==> config.mk <==
export PLATFORM = sky130hd
export DESIGN_NAME = phase_diff_avg
export DESIGN_NICKNAME = d
export VERILOG_FILES = /design/src/rtl/phase_pkg.sv /design/src/rtl/phase_wrap.sv /design/src/rtl/phase_diff_avg.sv
export SDC_FILE = /design/constraint.sdc
export NUM_CORES = 1
export LEC_CHECK = 0
export CORE_ASPECT_RATIO = 1.5
export CORE_MARGIN = 2
export CORE_UTILIZATION = 45
export CTS_BUF_LIST = sky130_fd_sc_hd__clkbuf_8
export DETAILED_ROUTE_END_ITERATION = 10
export PLACE_DENSITY = 0.75
export SLEW_MARGIN = 20
export SYNTH_ARGS = -nofsm -noshare
export SYNTH_HDL_FRONTEND = slang
export SYNTH_SLANG_ARGS = --single-unit
==> constraint.sdc <==
create_clock -name clk -period 4.4 [get_ports clk]
set_input_delay 0.88 -clock clk [delete_from_list [all_inputs] [get_ports clk]]
set_output_delay 0.88 -clock clk [all_outputs]
set_load 0.05 [all_outputs]
==> src/rtl/phase_pkg.sv <==
// phase_pkg -- shared types and constants for the phase/frequency datapath.
//   q3_13_t        : 16-bit signed Q3.13 phase (radians)
//   PHASE_PI       : +pi in Q3.13 (25736)
//   PHASE_HALF_PI  : +pi/2 in Q3.13 (12868)
//   PHASE_TWO_PI   : 2*pi in Q3.13, 17 bits wide (51472 does not fit in 16 signed bits)
//   state_t        : EMPTY (no previous sample held) / RUN
package phase_pkg;

  typedef logic signed [15:0] q3_13_t;

  localparam q3_13_t      PHASE_PI      = 16'h6488;
  localparam q3_13_t      PHASE_HALF_PI = 16'h3244;
  localparam logic [16:0] PHASE_TWO_PI  = 17'd51472;

  typedef enum logic {
    EMPTY = 1'b0,
    RUN   = 1'b1
  } state_t;

endpackage

==> src/rtl/phase_wrap.sv <==
// phase_wrap -- folds a raw 17-bit phase difference back into (-pi, pi].
// Purely combinational.
//   d_raw : signed difference of two Q3.13 phases, range [-2*pi, 2*pi]
//   d     : wrapped difference, Q3.13; exact +pi is kept, exact -pi becomes +pi
module phase_wrap
  import phase_pkg::*;
(
  input  logic signed [16:0] d_raw,
  output q3_13_t             d
);

  logic signed [16:0] pi_ext;
  logic signed [16:0] two_pi;
  logic signed [16:0] d_wide;

  assign pi_ext = {PHASE_PI[15], PHASE_PI};
  assign two_pi = $signed(PHASE_TWO_PI);

  always_comb begin
    // NOTE: default assignment first, so every path drives d_wide and no latch is inferred.
    d_wide = d_raw;
    if (d_raw > pi_ext) begin
      d_wide = d_raw - two_pi;
    end else if (d_raw <= -pi_ext) begin
      d_wide = d_raw + two_pi;
    end
  end

  // After folding the value lies in (-pi, pi], so the top bit is pure sign.
  assign d = q3_13_t'(d_wide);

endmodule

==> src/rtl/phase_diff_avg.sv <==
// phase_diff_avg -- instantaneous-frequency estimator behind the atan2 stage.
// Takes the wrapped difference between consecutive valid phase samples and
// emits the mean of every 2^LOG2N differences.
//   clk          : clock, rising edge
//   rst          : asynchronous, active-high reset
//   sink_phase   : Q3.13 phase sample
//   sink_valid   : sink_phase valid this cycle
//   flush        : synchronous restart, drops history and the partial block
//   source       : averaged difference, Q3.13, holds between strobes
//   source_valid : one-cycle strobe when source updates
// Pipeline: A (raw difference) -> B (wrapped difference) -> C (accumulate/emit),
// so the sample completing a block shows on source two edges after it is taken.
module phase_diff_avg
  import phase_pkg::*;
#(
  parameter int LOG2N = 4
) (
  input  logic   clk,
  input  logic   rst,
  input  q3_13_t sink_phase,
  input  logic   sink_valid,
  input  logic   flush,
  output q3_13_t source,
  output logic   source_valid
);

  localparam int ACC_W = 16 + LOG2N;

  state_t state;
  state_t state_next;
  logic   accept_first;
  logic   accept_diff;

  q3_13_t             prev;
  logic signed [16:0] d_raw;
  logic               d_valid;
  q3_13_t             d_wrap;
  q3_13_t             d_reg;
  logic               d_reg_valid;

  logic signed [ACC_W-1:0] acc;
  logic signed [ACC_W-1:0] acc_sum;
  logic [LOG2N-1:0]        cnt;

  // ---------------- FSM: state register ----------------
  always_ff @(posedge clk or posedge rst) begin
    // NOTE: sequential state is assigned with <= so every register samples pre-edge values.
    if (rst) begin
      state <= EMPTY;
    end else begin
      state <= state_next;
    end
  end

  // ---------------- FSM: next state ----------------
  always_comb begin
    state_next = state;
    if (flush) begin
      state_next = EMPTY;
    end else if (sink_valid) begin
      state_next = RUN;
    end
  end

  // ---------------- FSM: outputs ----------------
  // flush beats sink_valid, so a sample arriving with flush is dropped.
  always_comb begin
    accept_first = 1'b0;
    accept_diff  = 1'b0;
    if (sink_valid && !flush) begin
      accept_first = (state == EMPTY);
      accept_diff  = (state == RUN);
    end
  end

  // ---------------- Stage A: raw difference ----------------
  always_ff @(posedge clk or posedge rst) begin
    if (rst) begin
      prev    <= '0;
      d_raw   <= '0;
      d_valid <= 1'b0;
    end else begin
      d_valid <= accept_diff;
      if (accept_diff) begin
        d_raw <= {sink_phase[15], sink_phase} - {prev[15], prev};
      end
      if (accept_first || accept_diff) begin
        prev <= sink_phase;
      end
    end
  end

  // ---------------- Stage B: wrap into (-pi, pi] ----------------
  phase_wrap u_wrap (
    .d_raw (d_raw),
    .d     (d_wrap)
  );

  always_ff @(posedge clk or posedge rst) begin
    if (rst) begin
      d_reg       <= '0;
      d_reg_valid <= 1'b0;
    end else begin
      d_reg_valid <= d_valid && !flush;
      if (d_valid) begin
        d_reg <= d_wrap;
      end
    end
  end

  // ---------------- Stage C: accumulate and emit ----------------
  // LOG2N guard bits: 2^LOG2N values of |d| <= pi can never overflow acc.
  assign acc_sum = acc + $signed({{LOG2N{d_reg[15]}}, d_reg});

  always_ff @(posedge clk or posedge rst) begin
    if (rst) begin
      acc          <= '0;
      cnt          <= '0;
      source       <= '0;
      source_valid <= 1'b0;
    end else begin
      source_valid <= 1'b0;
      if (flush) begin
        acc <= '0;
        cnt <= '0;
      end else if (d_reg_valid) begin
        if (cnt == '1) begin
          // Arithmetic shift: the mean rounds toward -inf; it always fits 16 bits.
          source       <= q3_13_t'(acc_sum >>> LOG2N);
          source_valid <= 1'b1;
          acc          <= '0;
          cnt          <= '0;
        end else begin
          acc <= acc_sum;
          cnt <= cnt + LOG2N'(1);
        end
      end
    end
  end

endmodule

==> qor.yml, run 1 <==
detailed_routing:
  postRouteAntennaNets: 0
  drt_iter0_drc: 175
  wire_per_inst_um: 14.9
  wirelength_um: 11900
  vias_per_cell: 5.69
  num_vias: 4538
  drc: 0
  firstDrtPassIters: 5
yosys:
  synth-compound-area-share: 0.206
  synth_cells: 614
  synth-edff-count: 0
  async_flop_share: 1.00
  synth_top_family_by_area: "compound AO/OA/AOI/OAI gates"
  synthDistinctLibCells: 63
  synthXorXnorAreaFrac: 0.0586
  synth.avg_cell_area_um2: 9.24
  synth-seq-cells: 93
  yosysSeqAreaShare: 0.410
  yosys.area.top_type: "dfrtp_1"
  synthAdderAreaFrac: 0.0908
  syn_nets: 674
  netlist_area_um2: 5680
  yosys-mux-area-fraction: 0.0470
  ys.flop_type: "dfrtp_1"
  synth_warnings: 0
  synth_top_cell_area_share: 0.410
  yosys.area_share.simple: 0.148
  synth_area_leaders: "dfrtp_1 41%, ha_1 8.4%, nand2_1 6.2%"
final_layout:
  regMostFlops: "acc"
  largest_reg_flops: 20
  insertedDiodeCount: 0
  fin_nets: 697
  mostFrequentLayoutCells: "93 x nand2_1, 93 x dfrtp_1, 53 x o21ai_0, 39 x a21oi_1, 38 x ha_1"
  reg_top3: "acc: 20 flops, d_raw: 17 flops"
  synthToLayoutAreaGrowth_pct: 12.5
  drive_gt1_frac: 0.0810
placed_design:
  numPortBuffers: 36
  hpwl_um: 8950
  gp_congestion: 0.899
  pre_cts_ws_ns: 1.08
sta:
  fin_crit_ns: 3.00
  relSlewSlack: 0.337
  hold_viol: 0
  grt_setup_unrepaired: "false"
  worst_pin_slew_ns: 0.994
  finalSetupTns_ns: 0
  timing.final.crit_share: 0.681
  slew_violations: 0
  worst_slack_ns: 1.40
  finalSetupViolCount: 0
  max_freq_mhz: 333
  skew_ns: 0.0113
  whs_ns: 0.477
critical_path:
  crit_chain: "inv_1 > ha_1 > nor2b_1 > a211oi_1 > o21ai_0 > o41ai_1 > xor2_1 > mux2_2"
  ff2ff_setup_slack_ns: 1.40
  cp-end-kind: "flip-flop"
  crit_family: "compound AO/OA/AOI/OAI gates"
  cp_max_fo: 10
  criticalPathCategory: "reg -> reg"
  arrival_ns: 3.27
  worstPathRequired_ns: 4.67
  slowest_delay_ns: 0.58
  critPathLaunchType: "flip-flop"
  crit_path_top_delay_cell: "dfrtp_1"
  path_buf_inv: 1
status:
  outcome: "finished, final reports clean"
die:
  row_count: 50
  dieArea_um2: 13500
  start_util: 0.458
  pin_count: 37
  core_um2: 12400
  die_x_um: 95.7
  die_y_um: 142
global_route:
  grt_pass1_vias: 4486
  use_met1: 0.210
  gr-usage-met3: 0.0292
  top_usage_layer: "met2"
  grtUsageMet2: 0.345
  grt_max_degree: 39
  antenna_found_initial: 0
  grt_pass1_wl_um: 20300
  grt_overflow_total: 0
  grt_use_total: 0.186
clock_tree:
  cts_sinks: 93
  cts_setup_buffers: 0
  cts.clk_slew.worst_paths_ns: 0.09
  insertion_delay_ns: 0.38
  cts_hold_buf: 0
  ctsHtreeMaxLevel: 3
  clockBufferDepth: 2
  cts_resized: 0
  cts_root_buffer: "clkbuf_8"
  cts_buffers: 9
  cts_tree: "built"
job:
  drv_cap: 0
power_and_ir_drop:
  ir_drop_uv: 175
  power.density_nw_per_um2: 449
  leakage_nw: 2.99
worst_hold_path:
  hold_path.class: "reg -> reg"
logic make-up after synthesis:
family / after synthesis
compound gates: 178
xor+xnor: 38
fa+ha+maj: 40
buf+inv: 59
flops: 93
mux: 24
simple gates: 182
metrics by stage:
| stage | cells | util | total power [mW] | area [um^2] |
|---|---|---|---|---|
| 6_report | 798 | 0.515 | 2.86 | 6380 |
| 5_1_grt | 798 | 0.515 | 3.06 | 6380 |
| 4_1_cts | 798 | 0.515 | 2.88 | 6380 |
| 3_5_place_dp | 782 | 0.497 | 2.22 | 6160 |
| 3_3_place_gp | 782 | 0.497 | 2.17 | 6160 |
| 2_1_floorplan | 614 | - | 1.99 | 5680 |
report_power, final:
part	switching, mW	total (mW)	leakage (nW)	internal (mW)
logic	0.566	1.03	1.66	0.465
clock network	0.311	0.646	0.112	0.335
registers	0.188	1.19	1.22	0.999
worst paths after layout:
kind	end	cells after the start	start
max	d_reg[7]$_DFFE_PP0P_	8	d_raw[4]$_DFFE_PP0P_
min	source[2]$_DFFE_PP0P_	2	source[2]$_DFFE_PP0P_
max reg2reg	d_reg[7]$_DFFE_PP0P_	8	d_raw[4]$_DFFE_PP0P_
min reg2reg	source[2]$_DFFE_PP0P_	2	source[2]$_DFFE_PP0P_
max in group asynchronous	d_reg[15]$_DFFE_PP0P_	3	rst
min in group asynchronous	prev[3]$_DFFE_PP0P_	2	rst
cell usage after synthesis (3+ instances only):
master     n
dfrtp_1   93
nand2_1   93
o21ai_0   53
a21oi_1   39
ha_1      38
nor2_1    32
inv_1     30
clkbuf_1  24
mux2_2    21
xnor2_1   20
xor2_1    18
a22o_1    15
nor2b_1   10
a21o_1     9
o21a_1     9
a31oi_1    7
nand2b_1   7
nand3_1    7
o211ai_1   6
a211oi_1   5
nand4_1    5
and3_1     4
o41ai_1    4
or3_1      4
buf_2      3
mux2i_1    3
nor3_1     3
o31ai_1    3
cell type report:
type                    count  area (um^2)
clock buffers              10          138
clock inverters             6         86.3
fillers                  1155         6000
inverters                  31          118
multi-input cells         462         3130
flip-flops and latches     93         2330
well taps                 156          195
repair buffers             40          390
routing by layer:
metal,part of all wire,routed length [um]
met5,0,0
met4,0.019,224
met2,0.53,6360
met3,0.040,472
met1,0.41,4840
tightest hold or removal path: stages, from the launching register on:
cell	delay, ns
dfrtp_1	0.35
nand2_1	0.05
nand2_1	0.05
Power figures use the tool's default switching activity.
==> inputs of run 2 (changes only) <==
PLACE_DENSITY = 0.78   (was 0.75)
clock period = 2.4 ns   (was 4.4 ns; I/O delays follow)
==> qor.yml, run 2 (same netlist as run 1, synthesis figures left out) <==
status:
  outcome: "finished with violations"  # was finished, final reports clean
  failed_checks: "setup timing"
critical_path:
  arrival_ns: 2.72  # was 3.27 ns
  worstPathRequired_ns: 2.67  # was 4.67 ns
  critPathLaunch: "d_reg[0]$_DFFE_PP0P_"  # was d_raw[4]$_DFFE_PP0P_
  critPathLaunchType: "flip-flop"  # unchanged
  cp-endpoint: "source[12]$_DFFE_PP0P_"  # was d_reg[7]$_DFFE_PP0P_
  reg2regPathDepth: 10  # was 8
  cp_max_fo: 3  # was 10
  rr_endpoint: "source[12]$_DFFE_PP0P_"  # was d_reg[7]$_DFFE_PP0P_
  criticalPathCategory: "reg -> reg"  # unchanged
  ff2ff_setup_slack_ns: -0.05  # was 1.40 ns
  cp-end-kind: "flip-flop"  # unchanged
  r2r-start: "d_reg[0]$_DFFE_PP0P_"  # was d_raw[4]$_DFFE_PP0P_
clock_tree:
  cts_buffers: 9  # unchanged
  cts_root_buffer: "clkbuf_8"  # unchanged
  insertion_delay_ns: 0.38  # about the same
  cts_hold_buf: 0  # unchanged
  cts.clk_slew.worst_paths_ns: 0.10  # was 0.09 ns
  ctsHtreeMaxLevel: 3  # unchanged
  cts_tree: "built"  # unchanged
  clockBufferDepth: 2  # unchanged
  cts_sinks: 93  # unchanged
global_route:
  grt_pass1_wl_um: 22100  # was 20300 um
  use_met1: 0.224  # was 0.210
  grt_use_total: 0.203  # was 0.186
  grtUsageMet2: 0.381  # was 0.345
  top_usage_layer: "met2"  # unchanged
  grt_max_degree: 94  # was 39
  grt_pass1_vias: 4887  # was 4486
  antenna_found_initial: 0  # unchanged
  gr-usage-met3: 0.0297  # was 0.0292
  grt_overflow_total: 0  # unchanged
worst_hold_path:
  hold_path.class: "in -> reg"  # was reg -> reg
  whs_path_depth: 3  # was 2
job:
  drv_cap: 0  # unchanged
detailed_routing:
  firstDrtPassIters: 5  # unchanged
  vias_per_cell: 5.59  # was 5.69
  num_vias: 4805  # was 4538
  wire_per_inst_um: 15.2  # was 14.9 um
  drt_iter0_drc: 163  # was 175
  wirelength_um: 13100  # was 11900 um
  drc: 0  # unchanged
  postRouteAntennaNets: 0  # unchanged
sta:
  relSlewSlack: 0.527  # was 0.337
  max_freq_mhz: 409  # was 333 MHz
  finalSetupTns_ns: -0.0603  # was 0 ns
  slew_violations: 0  # unchanged
  hold_viol: 0  # unchanged
  worst_slack_ns: -0.0452  # was 1.40 ns
  skew_ns: 0.0165  # was 0.0113 ns
  fin_crit_ns: 2.45  # was 3.00 ns
  grt_setup_unrepaired: "true"  # was false
  worst_pin_slew_ns: 0.710  # was 0.994 ns
  finalSetupViolCount: 3  # was 0
  timing.final.crit_share: 1.02  # was 0.681
final_layout:
  synthToLayoutAreaGrowth_pct: 24.7  # was 12.5%
  largest_reg_flops: 20  # unchanged
  drive_gt1_frac: 0.210  # was 0.0810
  insertedDiodeCount: 0  # unchanged
  utilization: 0.571  # was 0.515
  regMostFlops: "acc"  # unchanged
  mostFrequentLayoutCells: "93 x nand2_1, 93 x dfrtp_1, 63 x buf_4, 48 x o21ai_0, 31 x nor2_1"  # was 93 x nand2_1, 93 x dfrtp_1, 53 x o21ai_0, 39 x a21oi_1, 38 x ha_1
  stdcell_area_um2: 7080  # was 6380 um^2
  reg_top3: "acc: 20 flops, d_raw: 17 flops"  # unchanged
  fin_nets: 759  # was 697
die:
  pin_count: 37  # unchanged
  row_count: 50  # unchanged
  start_util: 0.458  # unchanged
  core_um2: 12400  # unchanged
  die_x_um: 95.7  # unchanged
  die_y_um: 142  # unchanged
  dieArea_um2: 13500  # unchanged
placed_design:
  gp_congestion: 0.906  # was 0.899
  numPortBuffers: 36  # unchanged
  dpl_cell_area_um2: 6590  # was 6160 um^2
  hpwl_um: 9520  # was 8950 um
power_and_ir_drop:
  leakage_nw: 3.33  # was 2.99 nW
  ir_drop_uv: 391  # was 175 uV
  power.density_nw_per_um2: 800  # was 449 nW/um^2
==> run 2: cell types whose count changed in the layout (fill, tap and decap cells not counted), sizes merged <==
cell	change
buf	+62
clkdlybuf4s50	-6
dlygate4sd2	+5
inv	+3
clkinv	-2
dlymetal6s2s	+1
clkbuf	-1
==> run 2: repair_timing <==
item,in CTS,in global routing
setup buffers,4,2
pin swaps,14,21
gates resized for setup,32,24
endpoints found under the setup margin,17,28
==> run 2: where the power goes <==
group          internal [mW]  total (mW)  switching, mW
Sequential              1.83        2.10          0.271
Combinational           1.14        2.40           1.26
Clock                  0.583        1.16          0.575
==> run 2: layer usage <==
layer  up-vias  part of all wire
li1       2353                 -
met1      2332              0.40
met2        95              0.55
met3        25             0.028
met4         0             0.024
met5         -                 0
==> run 2: through the flow <==
stage	worst slack [ns]	total power [mW]	hold WS, ns	std cells
6_report	-0.0452	5.66	0.433	860
5_1_grt	-0.113	6.05	0.463	860
4_1_cts	-0.0425	5.59	0.464	858
3_5_place_dp	-0.479	4.36	0.463	838
3_3_place_gp	-0.421	4.25	0.458	838
2_1_floorplan	0.00873	3.65	0.454	614
==> run 2: final cells by class <==
class                   count  area [um^2]
clock buffers               9          124
multi-input cells         462         3350
well taps                 156          195
inverters                  31          120
clock inverters             7         90.1
fillers                  1096         5310
repair buffers            102          872
flip-flops and latches     93         2330
==> run 2: worst min path at each step <==
| stage | from | end | slack [ns] |
|---|---|---|---|
| finish | sink_phase[1] | prev[1]$_DFFE_PP0P_ | 0.43 |
| floorplan | acc[18]$_DFFE_PP0P_ | acc[18]$_DFFE_PP0P_ | 0.45 |
| global placement | source[2]$_DFFE_PP0P_ | source[2]$_DFFE_PP0P_ | 0.46 |
| CTS | sink_phase[5] | prev[5]$_DFFE_PP0P_ | 0.46 |
| global route | sink_phase[1] | prev[1]$_DFFE_PP0P_ | 0.46 |
| detailed placement | source[2]$_DFFE_PP0P_ | source[2]$_DFFE_PP0P_ | 0.46 |
==> run 2: critical path, cell delays in order, from the launching register on <==
cell	delay, ns
dfrtp_1	0.37
ha_2	0.19
inv_2	0.04
fa_2	0.34
nand2b_4	0.16
a21oi_2	0.15
o211a_1	0.23
a21oi_2	0.11
o311ai_2	0.31
xor2_1	0.14
mux2_2	0.29
==> inputs of run 3 (changes only) <==
CTS_BUF_LIST = not set   (was sky130_fd_sc_hd__clkbuf_8)
GPL_ROUTABILITY_DRIVEN = 0   (was not set)
==> qor.yml, run 3 (same netlist as run 1, synthesis figures left out) <==
status:
  outcome: "finished, final reports clean"  # was finished with violations
critical_path:
  criticalPathCategory: "reg -> reg"  # unchanged
  critPathLaunch: "acc[0]$_DFFE_PP0P_"  # was d_reg[0]$_DFFE_PP0P_
  cp_max_fo: 3  # unchanged
  crit_path_top_delay_cell: "dfrtp_1"  # unchanged
  r2r-start: "acc[0]$_DFFE_PP0P_"  # was d_reg[0]$_DFFE_PP0P_
  worstPathRequired_ns: 2.63  # was 2.67 ns
  path_buf_inv: 1  # unchanged
  crit_family: "compound AO/OA/AOI/OAI gates"  # unchanged
  critPathMostFrequentCell: "a21oi_2"  # unchanged
  cp-end-kind: "flip-flop"  # unchanged
  slowest_delay_ns: 0.35  # was 0.37 ns
  crit_chain: "ha_2 > inv_2 > fa_2 > nand2b_4 > a21oi_2 > o211a_1 > a21oi_2 > o311ai_2 > xor2_1 > mux2_2"  # unchanged
  arrival_ns: 2.63  # was 2.72 ns
  critPathLaunchType: "flip-flop"  # unchanged
die:
  pin_count: 37  # unchanged
  core_um2: 12400  # unchanged
  row_count: 50  # unchanged
  die_x_um: 95.7  # unchanged
  die_y_um: 142  # unchanged
  dieArea_um2: 13500  # unchanged
  start_util: 0.458  # unchanged
sta:
  worst_pin_slew_ns: 0.702  # was 0.710 ns
  finalSetupViolCount: 0  # was 3
  hold_viol: 0  # unchanged
  max_freq_mhz: 417  # was 409 MHz
  grt_setup_unrepaired: "true"  # unchanged
  skew_ns: 0.00621  # was 0.0165 ns
  worst_slack_ns: 0.000836  # was -0.0452 ns
  fin_crit_ns: 2.40  # was 2.45 ns
  timing.final.crit_share: 1.00  # was 1.02
  slew_violations: 0  # unchanged
  relSlewSlack: 0.532  # was 0.527
  finalSetupTns_ns: 0  # was -0.0603 ns
clock_tree:
  cts_hold_buf: 0  # unchanged
  ctsHtreeMaxLevel: 3  # unchanged
  cts.clk_slew.worst_paths_ns: 0.06  # was 0.10 ns
  insertion_delay_ns: 0.34  # was 0.38 ns
  cts_root_buffer: "clkbuf_16"  # was clkbuf_8
  cts_sinks: 93  # unchanged
  cts_buffers: 9  # unchanged
  clockBufferDepth: 2  # unchanged
  cts_tree: "built"  # unchanged
final_layout:
  multi_input_area_um2: 3360  # was 3350 um^2
  largest_reg_flops: 20  # unchanged
  drive_gt1_frac: 0.207  # was 0.210
  synthToLayoutAreaGrowth_pct: 25.2  # was 24.7%
  stdcell_area_um2: 7110  # was 7080 um^2
  mostFrequentLayoutCells: "93 x nand2_1, 93 x dfrtp_1, 57 x buf_4, 46 x o21ai_0, 32 x nor2_1"  # was 93 x nand2_1, 93 x dfrtp_1, 63 x buf_4, 48 x o21ai_0, 31 x nor2_1
  fin_nets: 752  # was 759
  fill_cells: 1063  # was 1096
  seq_area_um2: 2330  # unchanged
  regMostFlops: "acc"  # unchanged
  fin_cells: 852  # was 860
  insertedDiodeCount: 0  # unchanged
  reg_top3: "acc: 20 flops, d_raw: 17 flops"  # unchanged
detailed_routing:
  drc: 0  # unchanged
  wire_per_inst_um: 15.6  # was 15.2 um
  postRouteAntennaNets: 0  # unchanged
  wirelength_um: 13300  # was 13100 um
  vias_per_cell: 5.69  # was 5.59
  num_vias: 4850  # was 4805
  firstDrtPassIters: 7  # was 5
  drt_iter0_drc: 284  # was 163
placed_design:
  hpwl_um: 9150  # was 9520 um
  numPortBuffers: 36  # unchanged
  pre_cts_ws_ns: -0.467  # was -0.479 ns
  dpl_cell_area_um2: 6540  # was 6590 um^2
  dp_cells: 831  # was 838
job:
  drv_cap: 0  # unchanged
global_route:
  grt_max_degree: 94  # unchanged
  grt_pass1_wl_um: 21700  # was 22100 um
  antenna_found_initial: 0  # unchanged
  grt_overflow_total: 0  # unchanged
  grt_pass1_vias: 4929  # was 4887
  grt_use_total: 0.199  # was 0.203
power_and_ir_drop:
  ir_drop_uv: 415  # was 391 uV
  leakage_nw: 3.34  # was 3.33 nW
  power.density_nw_per_um2: 828  # was 800 nW/um^2
worst_hold_path:
  hold_start: "sink_phase[1]"  # unchanged
  hold_path.class: "in -> reg"  # unchanged
## run 3: cell types whose count changed in the layout (fill, tap and decap cells not counted), sizes merged
cell and delta:
buf -7, bufinv -1, clkbuf +3, clkdlybuf4s50 -1
clkinv -2, clkinvlp +1, dlymetal6s2s +1, inv -2
## run 3: area by class of cell
class,count,area share
Clock buffer,12,0.0333
Clock inverter,3,0.00651
Inverter,31,0.0169
Multi-Input combinational cell,462,0.473
Sequential cell,93,0.327
Tap cell,156,0.0275
Timing Repair Buffer,95,0.115
## run 3: where the power goes
group | total (mW) | leakage [nW] | switching [mW] | internal, mW
registers | 2.10 | 1.22 | 0.267 | 1.83
logic | 2.39 | 1.99 | 1.28 | 1.11
clock network | 1.40 | 0.133 | 0.590 | 0.807
total | 5.89 | 3.34 | 2.13 | 3.75
## run 3: worst min-delay path, stage by stage
cell,delay (ns)
dlymetal6s2s_1,0.14
nand2_1,0.06
o21ai_0,0.06
## run 3: what timing repair did
action / 4_1_cts / 5_1_grt
endpoints found under the setup margin: 18 / 28
cloned: 0 / 0
pin swaps: 15 / 23
buffers inserted: 2 / 4
gates resized for setup: 25 / 37
## run 3: through the flow
step | hold slack [ns] | util | total power, mW
3_5_place_dp | 0.462 | 0.528 | 4.28
3_3_place_gp | 0.459 | 0.528 | 4.17
2_1_floorplan | 0.454 | - | 3.65
6_report | 0.434 | 0.574 | 5.89
5_1_grt | 0.468 | 0.574 | 6.26
4_1_cts | 0.478 | 0.558 | 5.73
## run 3: path summary, 6_finish.rpt
| kind | slack (ns) | depth (start not counted) | end |
|---|---|---|---|
| min in group asynchronous | 0.63 | 3 | acc[15]$_DFFE_PP0P_ |
| hold / removal | 0.43 | 3 | prev[1]$_DFFE_PP0P_ |
| hold reg to reg | 0.47 | 2 | source[7]$_DFFE_PP0P_ |
| setup reg to reg | 0.0008 | 10 | source[12]$_DFFE_PP0P_ |
| setup / recovery | 0.0008 | 10 | source[12]$_DFFE_PP0P_ |
| max in group asynchronous | 1.41 | 3 | d_reg[2]$_DFFE_PP0P_ |
## run 3: per-layer routing
metal,global-route usage,wire [um]
met1,0.216,5170
met2,0.364,7200
met3,0.0377,515
met4,0.0940,412
met5,0,0
